### src/rtl/uart_hw_ctrl.sv
// pi1 bus-master sequencer for a uart_hw device: programs speed and interrupt after reset,
// then round-robin polls TX/RX buffer usage to move bytes between byte streams and the device.
module uart_hw_ctrl #(
   parameter int ARCHBITSZ  = 32,
   parameter int BASEADDR   = 0,
   parameter int CLKSPERBIT = 868,
   localparam int ADDRBITSZ = ARCHBITSZ - $clog2(ARCHBITSZ / 8)
) (
   input  logic                     rst_i,
   input  logic                     clk_i,
   output logic [1:0]               m_op_o,
   output logic [ADDRBITSZ-1:0]     m_addr_o,
   output logic [ARCHBITSZ-1:0]     m_data_o,
   input  logic [ARCHBITSZ-1:0]     m_data_i,
   output logic [ARCHBITSZ/8-1:0]   m_sel_o,
   input  logic                     m_rdy_i,
   input  logic [ARCHBITSZ-3:0]     cfg_speed_i,
   input  logic                     cfg_we_i,
   output logic                     init_done_o,
   output logic [ARCHBITSZ-1:0]     phyclkfreq_o,
   output logic [ARCHBITSZ-1:0]     bufsz_o,
   input  logic [7:0]               tx_data_i,
   input  logic                     tx_valid_i,
   output logic                     tx_ready_o,
   output logic [7:0]               rx_data_o,
   output logic                     rx_valid_o,
   input  logic                     rx_ready_i
);

   typedef enum logic [3:0] {
      S_IDLE, S_SPD, S_SPDW, S_INT, S_INTW, S_TXU, S_TXUW, S_WR, S_RXU, S_RXUW, S_RD, S_RDW
   } state_t;

   localparam logic [1:0] OP_NOOP = 2'b00;
   localparam logic [1:0] OP_WR   = 2'b01;
   localparam logic [1:0] OP_RD   = 2'b10;
   localparam logic [1:0] OP_RW   = 2'b11;

   localparam logic [1:0] CMD_GETUSAGE = 2'd0;
   localparam logic [1:0] CMD_SETINTR  = 2'd1;
   localparam logic [1:0] CMD_SETSPEED = 2'd2;

   state_t                 state_q, state_d;
   logic                   pending_q, pending_d;
   logic [ARCHBITSZ-3:0]   speed_q, speed_d;
   logic                   rr_q, rr_d;
   logic [ARCHBITSZ-1:0]   phy_q, phy_d;
   logic [ARCHBITSZ-1:0]   bufsz_q, bufsz_d;
   logic                   init_q, init_d;
   logic [7:0]             rxd_q, rxd_d;
   logic                   rxv_q, rxv_d;
   logic [1:0]             m_op_q, m_op_d;
   logic [ARCHBITSZ-1:0]   m_data_q, m_data_d;
   logic                   accept;

   function automatic logic [ARCHBITSZ-1:0] cmd_word(input logic [1:0] cmd,
                                                      input logic [ARCHBITSZ-3:0] arg);
      return {cmd, arg};
   endfunction

   assign accept = (m_op_q != OP_NOOP) && m_rdy_i;

   always_comb begin
      state_d   = state_q;
      pending_d = pending_q | cfg_we_i;
      speed_d   = cfg_we_i ? cfg_speed_i : speed_q;
      rr_d      = rr_q;
      phy_d     = phy_q;
      bufsz_d   = bufsz_q;
      init_d    = init_q;
      rxd_d     = rxd_q;
      rxv_d     = rxv_q & ~rx_ready_i;
      m_op_d    = m_op_q;
      m_data_d  = m_data_q;

      case (state_q)
         S_IDLE: begin
            if (pending_q) begin
               state_d   = S_SPD;
               pending_d = cfg_we_i;
            end else if (tx_valid_i && (!rr_q || rxv_q)) begin
               state_d = S_TXU;
               rr_d    = ~rr_q;
            end else if (!rxv_q) begin
               state_d = S_RXU;
               rr_d    = ~rr_q;
            end
         end
         S_SPD:  if (accept) state_d = S_SPDW;
         S_SPDW: begin
            phy_d = m_data_i;
            // The SETSPEED just issued carried the old speed if a strobe arrived meanwhile.
            if (pending_q) begin
               state_d   = S_SPD;
               pending_d = cfg_we_i;
            end else begin
               state_d = init_q ? S_IDLE : S_INT;
            end
         end
         S_INT:  if (accept) state_d = S_INTW;
         S_INTW: begin
            bufsz_d = m_data_i;
            init_d  = 1'b1;
            state_d = S_IDLE;
         end
         S_TXU:  if (accept) state_d = S_TXUW;
         S_TXUW: state_d = (m_data_i < bufsz_q && tx_valid_i) ? S_WR : S_IDLE;
         S_WR:   if (accept) state_d = S_IDLE;
         S_RXU:  if (accept) state_d = S_RXUW;
         S_RXUW: state_d = (m_data_i != '0) ? S_RD : S_IDLE;
         S_RD:   if (accept) state_d = S_RDW;
         S_RDW: begin
            rxd_d   = m_data_i[7:0];
            rxv_d   = 1'b1;
            state_d = S_IDLE;
         end
         default: state_d = S_IDLE;
      endcase

      // Bus op/data are registered on state entry so they stay frozen until accepted.
      if (state_d != state_q || m_op_q == OP_NOOP) begin
         m_op_d   = OP_NOOP;
         m_data_d = '0;
         case (state_d)
            S_SPD: begin
               m_op_d   = OP_RW;
               m_data_d = cmd_word(CMD_SETSPEED, speed_q);
            end
            S_INT: begin
               m_op_d   = OP_RW;
               m_data_d = cmd_word(CMD_SETINTR, '0);
            end
            S_TXU: begin
               m_op_d   = OP_RW;
               m_data_d = cmd_word(CMD_GETUSAGE, (ARCHBITSZ-2)'(1));
            end
            S_RXU: begin
               m_op_d   = OP_RW;
               m_data_d = cmd_word(CMD_GETUSAGE, '0);
            end
            S_WR: begin
               m_op_d   = OP_WR;
               m_data_d = ARCHBITSZ'(tx_data_i);
            end
            S_RD:    m_op_d = OP_RD;
            default: m_op_d = OP_NOOP;
         endcase
      end
   end

   always_ff @(posedge clk_i) begin
      if (rst_i) begin
         state_q   <= S_SPD;
         pending_q <= 1'b0;
         speed_q   <= (ARCHBITSZ-2)'(CLKSPERBIT);
         rr_q      <= 1'b0;
         phy_q     <= '0;
         bufsz_q   <= '0;
         init_q    <= 1'b0;
         rxd_q     <= '0;
         rxv_q     <= 1'b0;
         m_op_q    <= OP_NOOP;
         m_data_q  <= '0;
      end else begin
         state_q   <= state_d;
         pending_q <= pending_d;
         speed_q   <= speed_d;
         rr_q      <= rr_d;
         phy_q     <= phy_d;
         bufsz_q   <= bufsz_d;
         init_q    <= init_d;
         rxd_q     <= rxd_d;
         rxv_q     <= rxv_d;
         m_op_q    <= m_op_d;
         m_data_q  <= m_data_d;
      end
   end

   assign m_op_o       = m_op_q;
   assign m_addr_o     = ADDRBITSZ'(BASEADDR);
   assign m_data_o     = m_data_q;
   assign m_sel_o      = '1;
   assign init_done_o  = init_q;
   assign phyclkfreq_o = phy_q;
   assign bufsz_o      = bufsz_q;
   assign tx_ready_o   = (state_q == S_WR) && accept;
   assign rx_data_o    = rxd_q;
   assign rx_valid_o   = rxv_q;

endmodule

### config.mk
export PLATFORM = sky130hd
export DESIGN_NAME = uart_hw_ctrl
export DESIGN_NICKNAME = d
export VERILOG_FILES = /design/src/rtl/uart_hw_ctrl.sv
export SDC_FILE = /design/constraint.sdc
export NUM_CORES = 1
export LEC_CHECK = 0
export BUFFER_PORTS_ARGS = -buffer_cell sky130_fd_sc_hd__buf_2
export CORE_MARGIN = 3
export CORE_UTILIZATION = 50
export DETAILED_ROUTE_END_ITERATION = 7
export GPL_TIMING_DRIVEN = 0
export PLACE_DENSITY = 0.82
export SLEW_MARGIN = 25
export SYNTH_ARGS = -nofsm -noshare
export SYNTH_HDL_FRONTEND = slang
export SYNTH_SLANG_ARGS = --single-unit
export TNS_END_PERCENT = 30
### constraint.sdc
create_clock -name clk_i -period 6.3 [get_ports clk_i]
set_input_delay 1.26 -clock clk_i [delete_from_list [all_inputs] [get_ports clk_i]]
set_output_delay 1.26 -clock clk_i [all_outputs]
set_load 0.02 [all_outputs]
# After elaboration in Yosys (flattened, before gate mapping)

Cells that the tools add are included.

Register bits after elaboration: 144
Bits of input ports: 76
Output and inout bits: 143
Logic and storage cells: 71

$lt $le $gt $ge: 1
Eq/ne operators: 19
Mux-type cells: 21
Bitwise operators: 5
Reduce and logical (&&, ||, !) cells: 14

Operator list:

| operator             | count |
|---|---|
| $pmux W32 S4         | 1 |
| $mux W4              | 10 |
| $pmux W4 S10         | 1 |
| $lt A32 B32 Y1       | 1 |
| $reduce_bool A32 Y1  | 1 |
| $eq A4 B3 Y1 const B | 6 |
| $eq A4 B4 Y1 const B | 6 |
| $eq A4 B2 Y1 const B | 3 |
| $eq A4 B1 Y1 const B | 2 |
| $pmux W2 S3          | 1 |
| $mux W1              | 5 |
| $logic_and A1 B1 Y1  | 4 |
| $logic_not A4 Y1     | 1 |
| $mux W2              | 2 |
| $ne A4 B4 Y1         | 1 |
| $reduce_or A4 Y1     | 1 |
| $mux W3              | 1 |
| $not A1 Y1           | 3 |
| $reduce_and A3 Y1    | 1 |
| $logic_not A2 Y1     | 1 |
| $logic_or A1 B1 Y1   | 2 |
| $ne A2 B1 Y1 const B | 1 |
| $reduce_bool A2 Y1   | 1 |
| $reduce_or A2 Y1     | 1 |
| other kinds (3)      | 3 |

# Logic depth before layout (Yosys ltp)

Gate-level depths: netlist of the first run.

Depth in word-level cells: 9
Gate-level depth with buffers: 10
Mapped depth without buffers: 9

# Worst setup path after synthesis of the first run

Ideal clock, no wire load.

Path type: input-to-reg
From: in m_data_i[1]
To: reg m_data_q[29] (netlist: m_data_o[29])
Setup time: 0.060 ns
Arrival time: 3.161 ns
Required time: 6.240 ns
Setup slack: 3.080 ns
Stages: 9
Buffers on the path: 2
Cell sequence: nor4_1 nand4_1 o31a_1 or2_4 nor4_4 and3_1 buf_6 buf_8 a22o_1

Longest elaborated chain between the ends: 6
Elaborated cells on any way between the ends: 13
Classes of those cells: 1 x order compare; 5 x eq/ne; 4 x mux; 3 x reduce/logical

RTL lines:

| item                                                      | RTL line | source |
|---|---|---|
| from (decl)                                               | 14       | `input logic [ARCHBITSZ-1:0] m_data_i,` |
| $lt A32 B32 Y1                                            | 107      | `S_TXUW: state_d = (m_data_i < bufsz_q && tx_valid_i) ? S_WR : S_IDLE;` |
| $logic_and A1 B1 Y1                                       | 107      |  |
| $mux W3                                                   | 107      |  |
| $pmux W4 S10 *                                            | 76       | `case (state_q)` |
| $eq A4 B3 Y1 (tied with other cells)                      | 124      | `case (state_d)` |
| $pmux W32 S4 / $logic_or A1 B1 Y1 (equally long branches) | 124, 121 |  |
| to (signal assigned)                                      | 175      | `m_data_q <= m_data_d;` |
| to (decl)                                                 | 53       | `logic [ARCHBITSZ-1:0] m_data_q, m_data_d;` |

Every way passes the cells marked *; elsewhere a longest branch is shown, timed or not.
A chain may end at the register's enable or synchronous reset.

# Worst setup path in the final report of the first run

From: in m_data_i[31]
To: reg m_data_q[5] (netlist: m_data_o[5])

The elaborated chain is that of the path after synthesis.

==> impl_metrics.toml, run 1 <==
[run_status]
outcome = "finished clean"

[global_routing]
antenna_found_initial = 0
grt_max_degree = 17
grt_pass1_vias = 5767
grt_pass1_wl_mm = 28.5
grt_overflow = 0
grt_usage_pct = 25.0

[drt]
antenna_left = 0
maxUsedRoutingLayer = "met4"
firstDrtPassIters = 5
viasPerCell = 5.17
wl_met2_mm = 8.76
drt_iter0_drc = 416
wl_met1_mm = 7.09
vias = 6022
drc = 0
totalWireLength_mm = 17.9
wl_met3_mm = 1.44
post_drt_wl_per_cell_um = 15.4

[sta]
max_slew_margin_pct = 39.6
fmaxAchievable_mhz = 278
finalCritPeriodShare_pct = 57.1
fin_crit_ps = 3600
finalHoldViolations = 0
setup_violations = 0
finalClockSkew_ps = 5.63
drv_slew = 0
worstMarginPinSlew_ps = 897
tns_ps = 0
rsz0062_at_grt = "false"

[power_and_ir_drop]
power_frac_clock_pct = 34.7
p_sw_w = 0.000924
p_seq_share_pct = 37.8
vdd_drop_max_v = 0.000272
total_leakage_power_nw = 3.67
p_int_w = 0.00189
p_comb_share_pct = 27.5
p_sw_share_pct = 32.8
pwr_density_cell_nw_per_um2 = 344

[worst_setup_path]
slowest_delay_ps = 660
crit_arrival_ps = 3870
r2r_slack_ps = 3280
crit_chain = "buf_2 -> ha_1 -> nand4_1 -> nor4_1 -> nand2_1 -> a31oi_1 -> nor2_1 -> o211ai_1 -> o2bb2ai_1"
critPathKind = "primary input to register"
slowest_stage = "o211ai_1"
cp-start-kind = "primary input"
crit_fanout = 8
r2r_cells = 9
end_kind = "register"
reg2reg_from = "bufsz_o[31]$_SDFFE_PP0N_"
rr_endpoint = "m_data_o[5]$_SDFFE_PP0P_"
required_ps = 6580

[synth]
netlist_instances = 751
seq_area_frac_synth_pct = 45.1
synth_top_area_cell = "dfxtp_1"
synth_commonest_cells = "166 x nand2_1, 144 x dfxtp_1, 96 x a21oi_1"
synth-edff-count = 0
synth_flop_cell = "dfxtp_1"
synth_area_per_cell_um2 = 8.50
ys_ff_latch = 144
synthTopCellsByArea = "dfxtp_1 45%, nand2_1 9.8%, a21oi_1 7.5%"
synth_area_um2 = 6390
yosysMostFrequentCell = "nand2_1"
async_flop_share_pct = 0
synth_cell_types = 49
synth_top_area_share_pct = 45.1
ys_warn_count = 0

[floorplanning]
io_pins = 219
fp.coreArea_um2 = 12300
fp.dieH_um = 119
dieArea_um2 = 14200
num_rows = 40
initial_core_util_pct = 52.1
fp.dieW_um = 119

[flow_run]
maxCapViolCount = 0

[worst_hold_path]
min_to = "phyclkfreq_o[2]$_SDFFE_PP0N_"
holdPathStages = 2
worstHoldStart = "phyclkfreq_o[2]$_SDFFE_PP0N_"
hold_class = "register to register"

[placement]
place.gp.congestion = 0.870
dp_hpwl_mm = 13.0
portBuffers = 182

[final_layout]
diodes = 0
fin_nets = 1091
layout-drive-gt1-share_pct = 26.0
fillers = 1053
fin_util_pct = 66.9
syn_to_final_growth_pct = 28.4

[clock_tree]
cts_sinks = 144
clk_latency_ps = 420
clockBufferDepth = 2
cts.hold.buffers_added = 0
cts_resized = 0
post_cts_buffers = 0
cts_root_buf = "clkbuf_16"
h-tree-depth = 4
path_clk_slew_ps = 60
cts_buffers = 17
cts_tree = "built"
-- metal layers --
| metal | GRT usage (%) | vias up |
|---|---|---|
| met4 | 10.4 | 0 |
| met1 | 30.0 | 2773 |
| li1 | - | 2950 |
| met5 | 0 | - |
| met2 | 41.5 | 250 |
| met3 | 7.83 | 49 |
-- state kept, by name, summed over array words and instances, names as in the netlist, 2 cells and up --
signal and count:
phyclkfreq_o 32, speed_q 30, m_op_o 2, state_q 4, m_data_o 32, bufsz_o 32
rx_data_o 8
-- cells by family after synthesis --
logic type / count (synthesis) / share of synthesized area [%]
xor gates and xnor gates: 3 / 0.412
muxes: 30 / 4.70
buffers and inverters: 111 / 9.03
adders and majority gates: 31 / 6.07
DFF: 144 / 45.1
other: 2 / 0.118
and+or+nand+nor: 261 / 18.0
AOI/OAI and AO/OA: 169 / 16.5
-- stage by stage --
stage | hold slack [ps] | setup WS [ps] | area, um^2 | total power, W | std cells
5_1_grt | 470 | 2500 | 8200 | 0.00295 | 1164
3_5_place_dp | 442 | 2290 | 7630 | 0.00184 | 1133
2_1_floorplan | 442 | 3080 | 6510 | 0.00162 | 783
3_3_place_gp | 430 | 2350 | 7630 | 0.00183 | 1133
6_report | 451 | 2700 | 8200 | 0.00282 | 1164
4_1_cts | 455 | 2720 | 8200 | 0.00282 | 1164
-- layout make-up --
class	count	area [um^2]	area share [%]
multi-input cells	528	3050	37.2
flip-flops and latches	144	2880	35.2
repair buffers	182	911	11.1
clock buffers	21	460	5.61
plain buffers	75	442	5.39
well taps	168	210	2.56
inverters	36	135	1.65
clock inverters	10	113	1.37
-- how the worst max path moves through the flow --
stage                            start                   endpoint  slack [ps]
final                     m_data_i[31]   m_data_o[5]$_SDFFE_PP0P_        2700
after detailed placement  m_data_i[31]   m_data_o[5]$_SDFFE_PP0P_        2290
after CTS                 m_data_i[31]   m_data_o[5]$_SDFFE_PP0P_        2720
after global placement    m_data_i[31]   m_data_o[0]$_SDFFE_PP0P_        2350
after floorplan            m_data_i[1]  m_data_o[29]$_SDFFE_PP0P_        3080
after global routing      m_data_i[31]   m_data_o[2]$_SDFFE_PP0P_        2500
-- critical path, delay by kind of cell --
family / cells / cell delay (ps)
AO/OA/AOI/OAI: 3 / 1230
AND/OR/NAND/NOR: 4 / 920
adder cells (fa/ha/maj): 1 / 320
buffers and inverters: 1 / 130
-- placed cells by master, fill, tap and decap left out, types with 6 or more instances in the layout --
| cell type | instances |
|---|---|
| nor2_1 | 46 |
| a22oi_1 | 8 |
| a21oi_1 | 96 |
| ha_1 | 31 |
| o21ai_0 | 13 |
| nand3_1 | 6 |
| mux2i_1 | 30 |
| nand2_1 | 166 |
| clkbuf_16 | 17 |
| conb_1 | 34 |
| a22o_1 | 23 |
| nor3_1 | 6 |
| clkbuf_1 | 33 |
| dfxtp_1 | 144 |
| nor4_1 | 6 |
| o2bb2ai_1 | 8 |
| inv_1 | 36 |
| buf_4 | 34 |
| buf_2 | 184 |
-- power groups by stage --
| stage | sequential (W) | combinational [W] | clock [W] |
|---|---|---|---|
| after detailed placement | 0.00108 | 0.000766 | 0 |
| after global placement | 0.00108 | 0.000757 | 0 |
| after floorplan | 0.00115 | 0.000466 | 0 |
| final | 0.00106 | 0.000776 | 0.000978 |
| after CTS | 0.00106 | 0.000774 | 0.000988 |
| after global routing | 0.00108 | 0.000850 | 0.00102 |
(Power assumes the default switching activity.)
==> inputs of run 2 (changes only) <==
--- a/config.mk
+++ b/config.mk
@@ -5,12 +5,13 @@
 export SDC_FILE = /design/constraint.sdc
 export NUM_CORES = 1
 export LEC_CHECK = 0
+export ABC_AREA = 1
 export BUFFER_PORTS_ARGS = -buffer_cell sky130_fd_sc_hd__buf_2
 export CORE_MARGIN = 3
-export CORE_UTILIZATION = 50
+export CORE_UTILIZATION = 46
 export DETAILED_ROUTE_END_ITERATION = 7
 export GPL_TIMING_DRIVEN = 0
-export PLACE_DENSITY = 0.82
+export PLACE_DENSITY = 0.78
 export SLEW_MARGIN = 25
 export SYNTH_ARGS = -nofsm -noshare
 export SYNTH_HDL_FRONTEND = slang
==> constraint.sdc (replaced) <==
create_clock -name clk_i -period 3.3 [get_ports clk_i]
set_input_delay 0.66 -clock clk_i [delete_from_list [all_inputs] [get_ports clk_i]]
set_output_delay 0.66 -clock clk_i [all_outputs]
set_load 0.02 [all_outputs]
==> impl_metrics.toml, run 2 <==
[floorplanning]
fp.dieH_um = 127
fp.coreArea_um2 = 14100
initial_core_util_pct = 47.8
dieArea_um2 = 16100
num_rows = 43
io_pins = 219
fp.dieW_um = 127

[synth]
yosys.area_share.simple_pct = 19.2
synth_commonest_cells = "144 x dfxtp_1, 124 x a21oi_1, 124 x nor2_1"
synth_xor_area_share_pct = 0.130
async_flop_share_pct = 0
synth_top_area_share_pct = 42.8
seq_area_frac_synth_pct = 42.8
synth_area_um2 = 6740
synth_top_family_by_area = "simple AND/OR/NAND/NOR gates"
synthTopCellsByArea = "dfxtp_1 43%, a21oi_1 9.2%, o21ai_0 8.5%"
synth_area_per_cell_um2 = 7.40
synthAdderAreaFrac_pct = 5.76
ys_warn_count = 0
netlist_instances = 910
synth_flop_cell = "dfxtp_1"
synth_top_area_cell = "dfxtp_1"
ys_ff_latch = 144
synth_cell_types = 33
yosysMostFrequentCell = "dfxtp_1"
synthMuxAreaShare_pct = 0
synth_compound_area_share_pct = 18.6
synth-edff-count = 0

[global_routing]
grt_pass1_wl_mm = 29.6
grt_max_degree = 17
antenna_found_initial = 0
grt_overflow = 0
grt_usage_pct = 22.7
grt_pass1_vias = 6102

[clock_tree]
clk_latency_ps = 430
cts_tree = "built"
h-tree-depth = 4
cts.hold.buffers_added = 0
cts_root_buf = "clkbuf_16"
clockBufferDepth = 2
cts_resized = 0
path_clk_slew_ps = 60
cts_buffers = 17
post_cts_buffers = 0
cts_sinks = 144

[worst_setup_path]
end_kind = "register"
crit_fanout = 10
r2r_cells = 18
required_ps = 3580
crit_arrival_ps = 2950
cp-start-kind = "primary input"
critPathKind = "primary input to register"

[sta]
finalCritPeriodShare_pct = 81.1
finalHoldViolations = 0
finalClockSkew_ps = 13.2
worstMarginPinSlew_ps = 581
tns_ps = 0
max_slew_margin_pct = 61.3
fin_crit_ps = 2680
drv_slew = 0
fmaxAchievable_mhz = 374
rsz0062_at_grt = "false"
setup_violations = 0

[power_and_ir_drop]
p_comb_share_pct = 37.4
p_sw_share_pct = 38.1
p_seq_share_pct = 32.3
total_leakage_power_nw = 4.19
vdd_drop_max_v = 0.000446
p_sw_w = 0.00246
power_frac_clock_pct = 30.3
p_int_w = 0.00400
pwr_density_cell_nw_per_um2 = 751

[final_layout]
seq_area_um2 = 2880
syn_to_final_growth_pct = 27.7
final_common_cell = "buf_2"
multi_input_area_um2 = 3070
fin_area_um2 = 8600
fillers = 1324
diodes = 0
layout-drive-gt1-share_pct = 24.7
layout_common_cells = "188 x buf_2, 144 x dfxtp_1, 124 x a21oi_1, 124 x nor2_1, 115 x o21ai_0"
fin_nets = 1252

[run_status]
outcome = "finished clean"

[placement]
dp_hpwl_mm = 14.0
portBuffers = 184
place_area_um2 = 8000
place.gp.congestion = 0.885

[drt]
vias = 6591
drc = 0
firstDrtPassIters = 5
drt_iter0_drc = 398
antenna_left = 0
totalWireLength_mm = 18.6
viasPerCell = 4.93
post_drt_wl_per_cell_um = 13.9

[worst_hold_path]
hold_class = "primary input to register"
holdPathStages = 3

[flow_run]
maxCapViolCount = 0
[run 2: kinds of logic (layout without fill, tap and decap cells)]
logic type / after synthesis / after routing
buffers and inverters: 185 / 401
flip-flops: 144 / 144
XOR/XNOR: 1 / 1
adder cells (fa/ha/maj): 31 / 31
other: 2 / 34
AND/OR/NAND/NOR: 300 / 300
AO/OA/AOI/OAI: 247 / 247
[run 2: cell type report]
class	count	share of cell area, %
clock buffers	23	5.44
plain buffers	83	6.02
inverters	102	4.45
well taps	180	2.62
flip-flops and latches	144	33.5
multi-input cells	613	35.7
repair buffers	184	10.7
clock inverters	9	1.53
[run 2: per-stage QoR]
stage | setup slack [ps] | util (%) | hold slack, ps | total power, W | cells
2_1_floorplan | 749 | - | 423 | 0.00385 | 942
3_3_place_gp | 276 | 56.8 | 438 | 0.00446 | 1306
3_5_place_dp | 236 | 56.8 | 447 | 0.00449 | 1306
4_1_cts | 647 | 61.0 | 448 | 0.00646 | 1338
5_1_grt | 431 | 61.0 | 453 | 0.00684 | 1338
6_report | 625 | 61.0 | 455 | 0.00646 | 1338
[run 2: worst paths after layout]
path                                  from                       end  slack [ps]
setup / recovery               m_data_i[7]  m_data_o[6]$_SDFFE_PP0P_         620
hold / removal              cfg_speed_i[5]   speed_q[5]$_SDFFE_PP1P_         460
setup reg to reg   bufsz_o[5]$_SDFFE_PP0N_  m_data_o[6]$_SDFFE_PP0P_         640
hold reg to reg   speed_q[17]$_SDFFE_PP0P_  speed_q[17]$_SDFFE_PP0P_         460
[run 2: metal layers]
| metal | vias to the layer above | routed length [um] | GRT usage [%] |
|---|---|---|---|
| li1 | 3373 | - | - |
| met1 | 2956 | 8080 | 29.0 |
| met2 | 236 | 8740 | 37.0 |
| met3 | 26 | 1430 | 7.07 |
| met4 | 0 | 361 | 6.69 |
| met5 | - | 0 | 0 |
[run 2: critical path: stages]
cell	delay, ps
buf_2	150
ha_1	320
nand2_1	100
nor2_1	50
nor3_1	160
nand2_1	100
nand2_1	70
nand2_1	80
nand2_1	100
nand4_2	110
buf_6	170
nand3_1	80
nand3_1	120
nor2_4	250
nand2_4	130
buf_6	160
nand2_1	70
a21oi_1	70
[run 2: power by group through the flow]
stage | sequential, W | clock (W) | combinational, W
floorplan | 0.00233 | 0 | 0.00152
global placement | 0.00211 | 0 | 0.00235
detailed placement | 0.00212 | 0 | 0.00237
CTS | 0.00209 | 0.00197 | 0.00240
global route | 0.00211 | 0.00206 | 0.00267
finish | 0.00209 | 0.00196 | 0.00242
==> inputs of run 3 (changes only) <==
--- a/config.mk
+++ b/config.mk
@@ -8,10 +8,10 @@
 export ABC_AREA = 1
 export BUFFER_PORTS_ARGS = -buffer_cell sky130_fd_sc_hd__buf_2
 export CORE_MARGIN = 3
-export CORE_UTILIZATION = 46
+export CORE_UTILIZATION = 50
 export DETAILED_ROUTE_END_ITERATION = 7
 export GPL_TIMING_DRIVEN = 0
-export PLACE_DENSITY = 0.78
+export PLACE_DENSITY = 0.81
 export SLEW_MARGIN = 25
 export SYNTH_ARGS = -nofsm -noshare
 export SYNTH_HDL_FRONTEND = slang
==> constraint.sdc (replaced) <==
create_clock -name clk_i -period 2.75 [get_ports clk_i]
set_input_delay 0.55 -clock clk_i [delete_from_list [all_inputs] [get_ports clk_i]]
set_output_delay 0.55 -clock clk_i [all_outputs]
set_load 0.02 [all_outputs]
==> impl_metrics.toml, run 3 (synthesized netlist as in run 2, its figures left out) <==
[run_status]
outcome = "finished clean"

[power_and_ir_drop]
p_sw_share_pct = 38.8
p_comb_share_pct = 38.6
pwr_density_cell_nw_per_um2 = 889
p_sw_w = 0.00297
p_total_w = 0.00766
total_leakage_power_nw = 4.19
power_frac_clock_pct = 28.7
vdd_drop_max_v = 0.000452
p_seq_share_pct = 32.7
p_int_w = 0.00469

[worst_setup_path]
r2r_slack_ps = 220
crit_path_end = "m_data_o[9]$_SDFFE_PP0P_"
reg2reg_from = "bufsz_o[29]$_SDFFE_PP0N_"
r2r_cells = 16
crit_arrival_ps = 2880
rr_endpoint = "m_data_o[9]$_SDFFE_PP0P_"
cp-start-kind = "register"
crit_fanout = 10
critPathKind = "register to register"
end_kind = "register"
crit_start = "bufsz_o[29]$_SDFFE_PP0N_"
required_ps = 3100

[floorplanning]
fp.dieW_um = 122
num_rows = 41
dieArea_um2 = 14900
fp.dieH_um = 122
io_pins = 219
initial_core_util_pct = 52.3
fp.coreArea_um2 = 12900

[sta]
finalClockSkew_ps = 7.18
fmaxAchievable_mhz = 395
setup_violations = 0
tns_ps = 0
finalHoldViolations = 0
max_slew_margin_pct = 60.2
worstMarginPinSlew_ps = 597
fin_crit_ps = 2530
drv_slew = 0
finalCritPeriodShare_pct = 92.0

[flow_run]
maxCapViolCount = 0

[drt]
drt_iter0_drc = 526
vias = 6745
post_drt_wl_per_cell_um = 14.1
viasPerCell = 5.06
firstDrtPassIters = 7
antenna_left = 0
totalWireLength_mm = 18.9
drc = 0

[clock_tree]
cts_sinks = 144
cts.hold.buffers_added = 0
cts_buffers = 17
path_clk_slew_ps = 60
clk_latency_ps = 420
h-tree-depth = 4
clockBufferDepth = 2
cts_tree = "built"
cts_root_buf = "clkbuf_16"

[global_routing]
antenna_found_initial = 0
grt_overflow = 0
grt_pass1_wl_mm = 29.3
grt_max_degree = 17
grt_pass1_vias = 6013
grt_usage_pct = 24.7

[placement]
place_area_um2 = 7990
portBuffers = 184
place.gp.congestion = 0.893
dp_hpwl_mm = 13.9

[final_layout]
fin_nets = 1256
fin_util_pct = 66.9
diodes = 0
layout_common_cells = "189 x buf_2, 144 x dfxtp_1, 124 x nor2_1"
final_common_cell = "buf_2"
layout-drive-gt1-share_pct = 25.6
fin_area_um2 = 8620
syn_to_final_growth_pct = 27.9

[worst_hold_path]
hold_class = "primary input to register"
[run 3: changes by cell type in the layout (fill, tap and decap cells not counted), sizes merged]
cell      change
buf           +4
bufinv        -2
clkbuf        -3
clkinv        +5
clkinvlp      -1
inv           +1
[run 3: stage by stage]
step / hold slack, ps / std cells / worst slack [ps]
finish: 336 / 1334 / 221
CTS: 329 / 1330 / 110
global placement: 437 / 1298 / -148
global route: 338 / 1334 / -2.01
detailed placement: 444 / 1298 / -199
floorplan: 423 / 942 / 309
[run 3: critical path, cell delays in order, from the launching register on]
cell and delay [ps]:
dfxtp_1 320, inv_1 60, ha_1 300, a21oi_1 140, nor2_1 70, nor3_2 120
nand2_1 100, a21oi_2 190, nand4_4 150, buf_6 160, nand3_1 90, nand3_2 90
nor2_4 170, buf_6 140, buf_6 140, nand3_1 80, a21oi_1 150
[run 3: metal layers]
metal  share of wire (%)  routed length [um]  GRT usage, %
met2                  48                8970          39.9
met4                 2.1                 400          10.0
met5                   0                   0             0
met3                 6.4                1210          5.71
met1                  44                8300          31.9
[run 3: worst min-delay path by stage]
stage                                       start                      end  slack, ps  cells past startpoint
final                              cfg_speed_i[5]  speed_q[5]$_SDFFE_PP1P_        340                      3
after global routing               cfg_speed_i[5]  speed_q[5]$_SDFFE_PP1P_        340                      3
after CTS                          cfg_speed_i[5]  speed_q[5]$_SDFFE_PP1P_        330                      3
after detailed placement  speed_q[5]$_SDFFE_PP1P_  speed_q[5]$_SDFFE_PP1P_        440                      2
after global placement          rr_q$_SDFFE_PP0P_        rr_q$_SDFFE_PP0P_        440                      1
after floorplan                 rr_q$_SDFFE_PP0P_        rr_q$_SDFFE_PP0P_        420                      1
[run 3: what timing repair did]
| action | CTS | global route |
|---|---|---|
| setup endpoints to repair | 0 | 33 |
| setup buffers | 0 | 3 |
| gates resized for setup | 0 | 7 |
[run 3: power groups by stage]
stage | registers (W) | clock network [W] | logic [W]
after floorplan | 0.00279 | 0 | 0.00183
after CTS | 0.00250 | 0.00221 | 0.00286
after detailed placement | 0.00254 | 0 | 0.00285
after global placement | 0.00254 | 0 | 0.00281
after global routing | 0.00254 | 0.00232 | 0.00328
final | 0.00251 | 0.00220 | 0.00296
[run 3: layout make-up]
| type | count | area, um^2 |
|---|---|---|
| repair buffers | 188 | 952 |
| inverters | 102 | 383 |
| clock inverters | 12 | 109 |
| well taps | 172 | 215 |
| clock buffers | 20 | 457 |
| plain buffers | 83 | 522 |
| flip-flops and latches | 144 | 2880 |
| multi-input cells | 613 | 3100 |
| fillers | 1166 | 4260 |
